**src/rtl/mult_result_if.sv**
```systemverilog
// Result-side bundle of the multiplier result stage: the completion input from
// the pipeline register and the buffered valid/ready product output.
// master: the result stage itself.
// slave:  the producer of done_in/phase_result_in and the consumer of products.
interface mult_result_if #(
    parameter int DEPTH = 4
);
    localparam int CNT_W = $clog2(DEPTH + 1);

    logic             done_in;
    logic [64:0]      phase_result_in;
    logic             res_valid;
    logic             res_ready;
    logic [63:0]      res_product;
    logic [CNT_W-1:0] res_count;

    modport master (
        input  done_in,
        input  phase_result_in,
        input  res_ready,
        output res_valid,
        output res_product,
        output res_count
    );

    modport slave (
        output done_in,
        output phase_result_in,
        output res_ready,
        input  res_valid,
        input  res_product,
        input  res_count
    );
endinterface

```
**src/rtl/mult_result_stage.sv**
```systemverilog
// Result stage behind the Booth multiplier pipeline register.
// Turns each rising edge of done_in into one push of phase_result_in[64:1]
// into a DEPTH-entry FIFO, and presents the FIFO head on a valid/ready port.
// Optional feature macro: MULT_SAT_EN adds a saturated 32-bit view of the head
// (res_sat32) and a flag telling whether saturation happened (res_sat_flag).
//
// Handshake: a beat transfers on a rising clk edge where res_valid & res_ready
// are both high; res_valid never drops and res_product never changes while
// res_valid is high and res_ready is low; res_valid == (res_count != 0).
module mult_result_stage #(
    parameter int DEPTH = 4
) (
    input  logic                clk,
    input  logic                rst,
    mult_result_if.master       bus,
    output logic                overflow,
    input  logic                clr_ovf
`ifdef MULT_SAT_EN
    ,
    output logic [31:0]         res_sat32,
    output logic                res_sat_flag
`endif
);
    localparam int CNT_W = $clog2(DEPTH + 1);
    localparam int PTR_W = $clog2(DEPTH);

    logic             done_q;
    logic [PTR_W-1:0] wr_ptr;
    logic [PTR_W-1:0] rd_ptr;
    logic [CNT_W-1:0] count;
    logic [CNT_W-1:0] count_n;
    logic [63:0]      mem [DEPTH];

    logic push;
    logic pop;
    logic full;
    logic do_write;
    logic drop;

    // Bit 0 of the accumulator is the Booth q-1 bit and carries no product data.
    logic unused_q1;
    assign unused_q1 = bus.phase_result_in[0];

    assign push     = bus.done_in & ~done_q;
    assign pop      = bus.res_valid & bus.res_ready;
    assign full     = (count == CNT_W'(DEPTH));
    // When full, a simultaneous pop frees the head slot, which is exactly the
    // slot wr_ptr points at, so the write can still proceed.
    assign do_write = push & (~full | pop);
    assign drop     = push & full & ~pop;

    // Registered copy of done_in for rising-edge detection.
    always_ff @(posedge clk or negedge rst) begin
        if (!rst) begin
            done_q <= 1'b0;
        end else begin
            done_q <= bus.done_in;
        end
    end

    // Product storage; contents are don't-care until written, so no reset.
    always_ff @(posedge clk) begin
        if (do_write) begin
            mem[wr_ptr] <= bus.phase_result_in[64:1];
        end
    end

    // Next occupancy: one write and one pop in the same cycle cancel out.
    always_comb begin
        count_n = count;
        if (do_write && !pop) begin
            count_n = count + 1'b1;
        end else if (!do_write && pop) begin
            count_n = count - 1'b1;
        end
    end

    // Pointers and occupancy; pointers wrap naturally at DEPTH (power of two).
    always_ff @(posedge clk or negedge rst) begin
        if (!rst) begin
            wr_ptr <= '0;
            rd_ptr <= '0;
            count  <= '0;
        end else begin
            if (do_write) begin
                wr_ptr <= wr_ptr + 1'b1;
            end
            if (pop) begin
                rd_ptr <= rd_ptr + 1'b1;
            end
            count <= count_n;
        end
    end

    // Sticky overflow: a dropped completion wins over a same-cycle clear.
    always_ff @(posedge clk or negedge rst) begin
        if (!rst) begin
            overflow <= 1'b0;
        end else if (drop) begin
            overflow <= 1'b1;
        end else if (clr_ovf) begin
            overflow <= 1'b0;
        end
    end

    // Output view of the FIFO head; product reads zero while empty.
    always_comb begin
        bus.res_valid   = (count != '0);
        bus.res_count   = count;
        bus.res_product = bus.res_valid ? mem[rd_ptr] : 64'd0;
    end

`ifdef MULT_SAT_EN
    logic sat_hi;
    logic sat_lo;

    // The head fits in 32 signed bits only when bits 63..31 are all equal.
    assign sat_hi = ~bus.res_product[63] & (|bus.res_product[62:31]);
    assign sat_lo =  bus.res_product[63] & ~(&bus.res_product[62:31]);

    // Saturated head view; res_product is already zero while empty.
    always_comb begin
        res_sat32    = bus.res_product[31:0];
        res_sat_flag = 1'b0;
        if (sat_hi) begin
            res_sat32    = 32'h7FFF_FFFF;
            res_sat_flag = 1'b1;
        end else if (sat_lo) begin
            res_sat32    = 32'h8000_0000;
            res_sat_flag = 1'b1;
        end
    end
`endif
endmodule
```
**src/flat_wrapper.sv**
```systemverilog
// flat-port wrapper written by rule: the top's interface ports become plain ports
module mult_result_stage_flat 
#(
    parameter int DEPTH = 4
)
  (clk, rst, overflow, clr_ovf, bus_done_in, bus_phase_result_in, bus_res_ready, bus_res_valid, bus_res_product, bus_res_count);
  mult_result_if #(.DEPTH(DEPTH)) bus_i ();
  input  logic clk;
  input  logic rst;
  output logic overflow;
  input  logic clr_ovf;
  input wire logic [$bits(bus_i.done_in)-1:0] bus_done_in;
  input wire logic [$bits(bus_i.phase_result_in)-1:0] bus_phase_result_in;
  input wire logic [$bits(bus_i.res_ready)-1:0] bus_res_ready;
  output wire logic [$bits(bus_i.res_valid)-1:0] bus_res_valid;
  output wire logic [$bits(bus_i.res_product)-1:0] bus_res_product;
  output wire logic [$bits(bus_i.res_count)-1:0] bus_res_count;
  assign bus_i.done_in = bus_done_in;
  assign bus_i.phase_result_in = bus_phase_result_in;
  assign bus_i.res_ready = bus_res_ready;
  assign bus_res_valid = bus_i.res_valid;
  assign bus_res_product = bus_i.res_product;
  assign bus_res_count = bus_i.res_count;
  mult_result_stage #(.DEPTH(DEPTH)) u_core (.clk(clk), .rst(rst), .bus(bus_i), .overflow(overflow), .clr_ovf(clr_ovf));
endmodule
```
**config.mk**
```make
export PLATFORM = sky130hd
export DESIGN_NAME = mult_result_stage_flat
export DESIGN_NICKNAME = d
export VERILOG_FILES = /design/src/rtl/mult_result_if.sv /design/src/rtl/mult_result_stage.sv /design/src/flat_wrapper.sv
export SDC_FILE = /design/constraint.sdc
export NUM_CORES = 1
export LEC_CHECK = 0
export CAP_MARGIN = 20
export CORE_AREA = 5 5 138 140
export DETAILED_ROUTE_END_ITERATION = 8
export DIE_AREA = 0 0 143 145
export HOLD_SLACK_MARGIN = 0.15
export PLACE_DENSITY = 0.91
export SETUP_SLACK_MARGIN = 0.15
export SYNTH_ARGS = -nofsm -noshare
export SYNTH_HDL_FRONTEND = slang
export SYNTH_SLANG_ARGS = --single-unit
```
**constraint.sdc**
```tcl
create_clock -name clk -period 9.1 [get_ports clk]
set_input_delay 2.73 -clock clk [delete_from_list [all_inputs] [get_ports clk]]
set_output_delay 2.73 -clock clk [all_outputs]
set_load 0.02 [all_outputs]
```
==> summary.md <==
| Metric | Value |
|---|---|
| Number of synthesis warnings | `0` |
| Reg clk slew, reported paths | `60 ps` |
| Crit path DAT | `3250 ps` |
| Crit path from | `u_core.rd_ptr[0]$_DFFE_PN0N_` |
| Max Root-Sink Buffers | `3` |
| Period utilization | `0.657` |
| Row Count | `49` |
| Routed len/inst | `22.3 microns` |
| Initial Utilization | `0.572` |
| Worst Max-Slew Pin Slew | `994 ps` |
| Drt pass-1 iters | `5` |
| Fillcell total | `1011` |
| Die area | `20700 sq um` |
| Fin Setup TNS | `0 ps` |
| GRT overflow | `0` |
| Dominant cells by area after synthesis | `edfxtp_1 76%, mux4_2 14%, and2_1 4.2%` |
| Leakage | `4.09 nW` |
| Most frequent cells in the layout | `256 x edfxtp_1, 137 x clkdlybuf4s50_1, 64 x mux4_2, 64 x and2_1, 29 x clkbuf_16` |
| Hold_buf cts | `0` |
| Commonest non-fill, non-tap cell in the layout | `edfxtp_1` |
| Initial DRC Count | `250` |
| Die Wd | `143 microns` |
| Cells after Synth | `444` |
| PD cells | `329 nW/um^2` |
| Hpwl dp | `10.9 mm` |
| CP required | `6370 ps` |
| Initial antenna violation count | `0` |
| Port Buf Inserts | `137` |
| Max-cap viol count | `0` |
| Max Clock Skew | `10.0 ps` |
| Post-synthesis register bit count | `265` |
| Vias in the first global route | `5302` |
| Slew headroom | `0.337` |
| Startpoint Class | `flip-flop` |
| Area of the multi-input gates | `2090 sq um` |
| DRT Wirelength | `18.8 mm` |
| Net Count, Synth | `520` |
| CTS Buf Count | `28` |
| Vias per cell | `5.69` |
| CTS resizes | `0` |
| Clock Sinks | `265` |
| Total power draw | `4.14 mW` |
| Chip height | `145 microns` |
| Worst r2r src | `u_core.bus.res_count[0]$_DFFE_PN0P_` |
| # DRC | `0` |
| Area fraction of the dominant cell type after synthesis | `0.758` |
| Max Freq | `167 MHz` |
| Final RePlAce weighted congestion | `0.747` |
| Yosys top cell by area | `edfxtp_1` |
| VDD IR max | `245 uV` |
| Hold path startpoint | `u_core.bus.res_count[2]$_DFFE_PN0P_` |
| Synth unique cells | `22` |
| Register area | `7920 sq um` |
| Final nets | `670` |
| Final Setup Violations | `0` |
| First-pass GRT wire length | `29.3 mm` |
| Critical path class | `flip-flop to primary output` |
| H-tree depth | `1` |
| Outcome | `complete, no violations` |
| Area Overhead vs Synth | `24.3%` |
| Hold WC Path Type | `flip-flop to flip-flop` |
| RSZ-0062 raised after global routing | `false` |
| CTS root buffer | `clkbuf_16` |
| Worst-path fanout max | `31` |
| CTS tree | `built` |
| WHS | `534 ps` |
| Crit. End Element | `primary output` |
| Post-layout utilization of the core | `0.711` |
| Clk_lat worst skew | `510 ps` |
| Area of the core | `17700 sq um` |
| Post-route minimum period | `5980 ps` |
| Max Transition Viols Final | `0` |
| Cell Area, Synth | `10100 sq um` |
| Post-CTS Setup Bufs | `0` |
| Largest net degree at the start of global routing | `65` |
| Register area share after synthesis | `0.781` |
| Antenna Nets Post-Route | `0` |
| Share of post-route cells with drive strength above 1 | `0.188` |
| Gr usage total | `0.181` |
| Via count | `4793` |
| Count of final hold-check violations | `0` |
| R2r setup slk | `6490 ps` |
| Top Ports | `139` |
| Syn avg cell area | `22.8 sq um` |
==> synthesized netlist by cell type, drive strengths merged <==
cell type and count:
mux2 2, mux4 64, and2 68, nor3b 1
clkbuf 8, nand2 1, ha 5, nor4b 1
xor2 2, nor2 1, inv 4, dfrtp 9
nand3 1, fa 1, xnor2 4, or3 1
buf 13, o21ai 1, nand3b 1, edfxtp 256
==> cell type report <==
type | instances | share of cell area
multi-input combinational | 154 | 0.166
clock buffer | 41 | 0.0651
timing repair buffer | 141 | 0.114
tap | 229 | 0.0227
antenna | 1 | 0.000199
clock inverter | 8 | 0.00298
sequential | 265 | 0.628
inverter | 4 | 0.00119
==> sequential cells by signal (all words and copies together) (netlist names) <==
name                  count
u_core.rd_ptr             2
u_core.bus.res_count      3
u_core.done_q             1
u_core.wr_ptr             2
u_core.mem              256
u_core.overflow           1
==> path summary, 6_finish.rpt <==
path                                                        to  cells after the start
hold / removal             u_core.bus.res_count[2]$_DFFE_PN0P_                      1
max in group asynchronous         u_core.rd_ptr[0]$_DFFE_PN0N_                      1
hold reg to reg            u_core.bus.res_count[2]$_DFFE_PN0P_                      1
min in group asynchronous          u_core.overflow$_DFFE_PN0P_                      1
setup / recovery                           bus_res_product[37]                      5
setup reg to reg           u_core.bus.res_count[2]$_DFFE_PN0P_                      8
==> critical path, cell delays in order (launching register included) <==
cell             delay (ps)
dfrtp_4                 650
buf_4                   450
buf_16                  290
mux4_2                  540
and2_1                  200
clkdlybuf4s50_1         550
==> cells by family (layout without fill, tap and decap cells) <==
logic type               after synthesis  after routing  synth area share
AO/OA/AOI/OAI                          1              1          0.000493
XOR/XNOR                               6              6           0.00518
adder cells (fa/ha/maj)                6              6           0.00815
buffers and inverters                 25            194            0.0144
flip-flops                           265            265             0.781
multiplexers                          66             66             0.144
other                                  0              1                 0
AND/OR/NAND/NOR                       75             75            0.0467
==> routing by layer <==
metal | vias to the layer above | global-route usage | part of all wire
met5 | - | 0 | 0
met4 | 0 | 0.0466 | 0.016
met3 | 27 | 0.0369 | 0.059
met2 | 149 | 0.312 | 0.53
met1 | 2508 | 0.239 | 0.39
li1 | 2109 | - | -
==> power breakdown <==
group	internal, mW	switching [mW]	leakage (nW)
Combinational	0.794	0.728	1.24
Clock	0.618	0.418	0.421
Sequential	1.49	0.0933	2.43
Total	2.90	1.24	4.09
==> through the flow <==
| step | worst slack (ps) | std cells | instance area (sq um) |
|---|---|---|---|
| finish | 3120 | 843 | 12600 |
| CTS | 2830 | 841 | 12600 |
| detailed placement | 3410 | 792 | 11700 |
| floorplan | 3980 | 444 | 10100 |
| global route | 2890 | 842 | 12600 |
| global placement | 3440 | 791 | 11700 |
(Power assumes the default switching activity.)
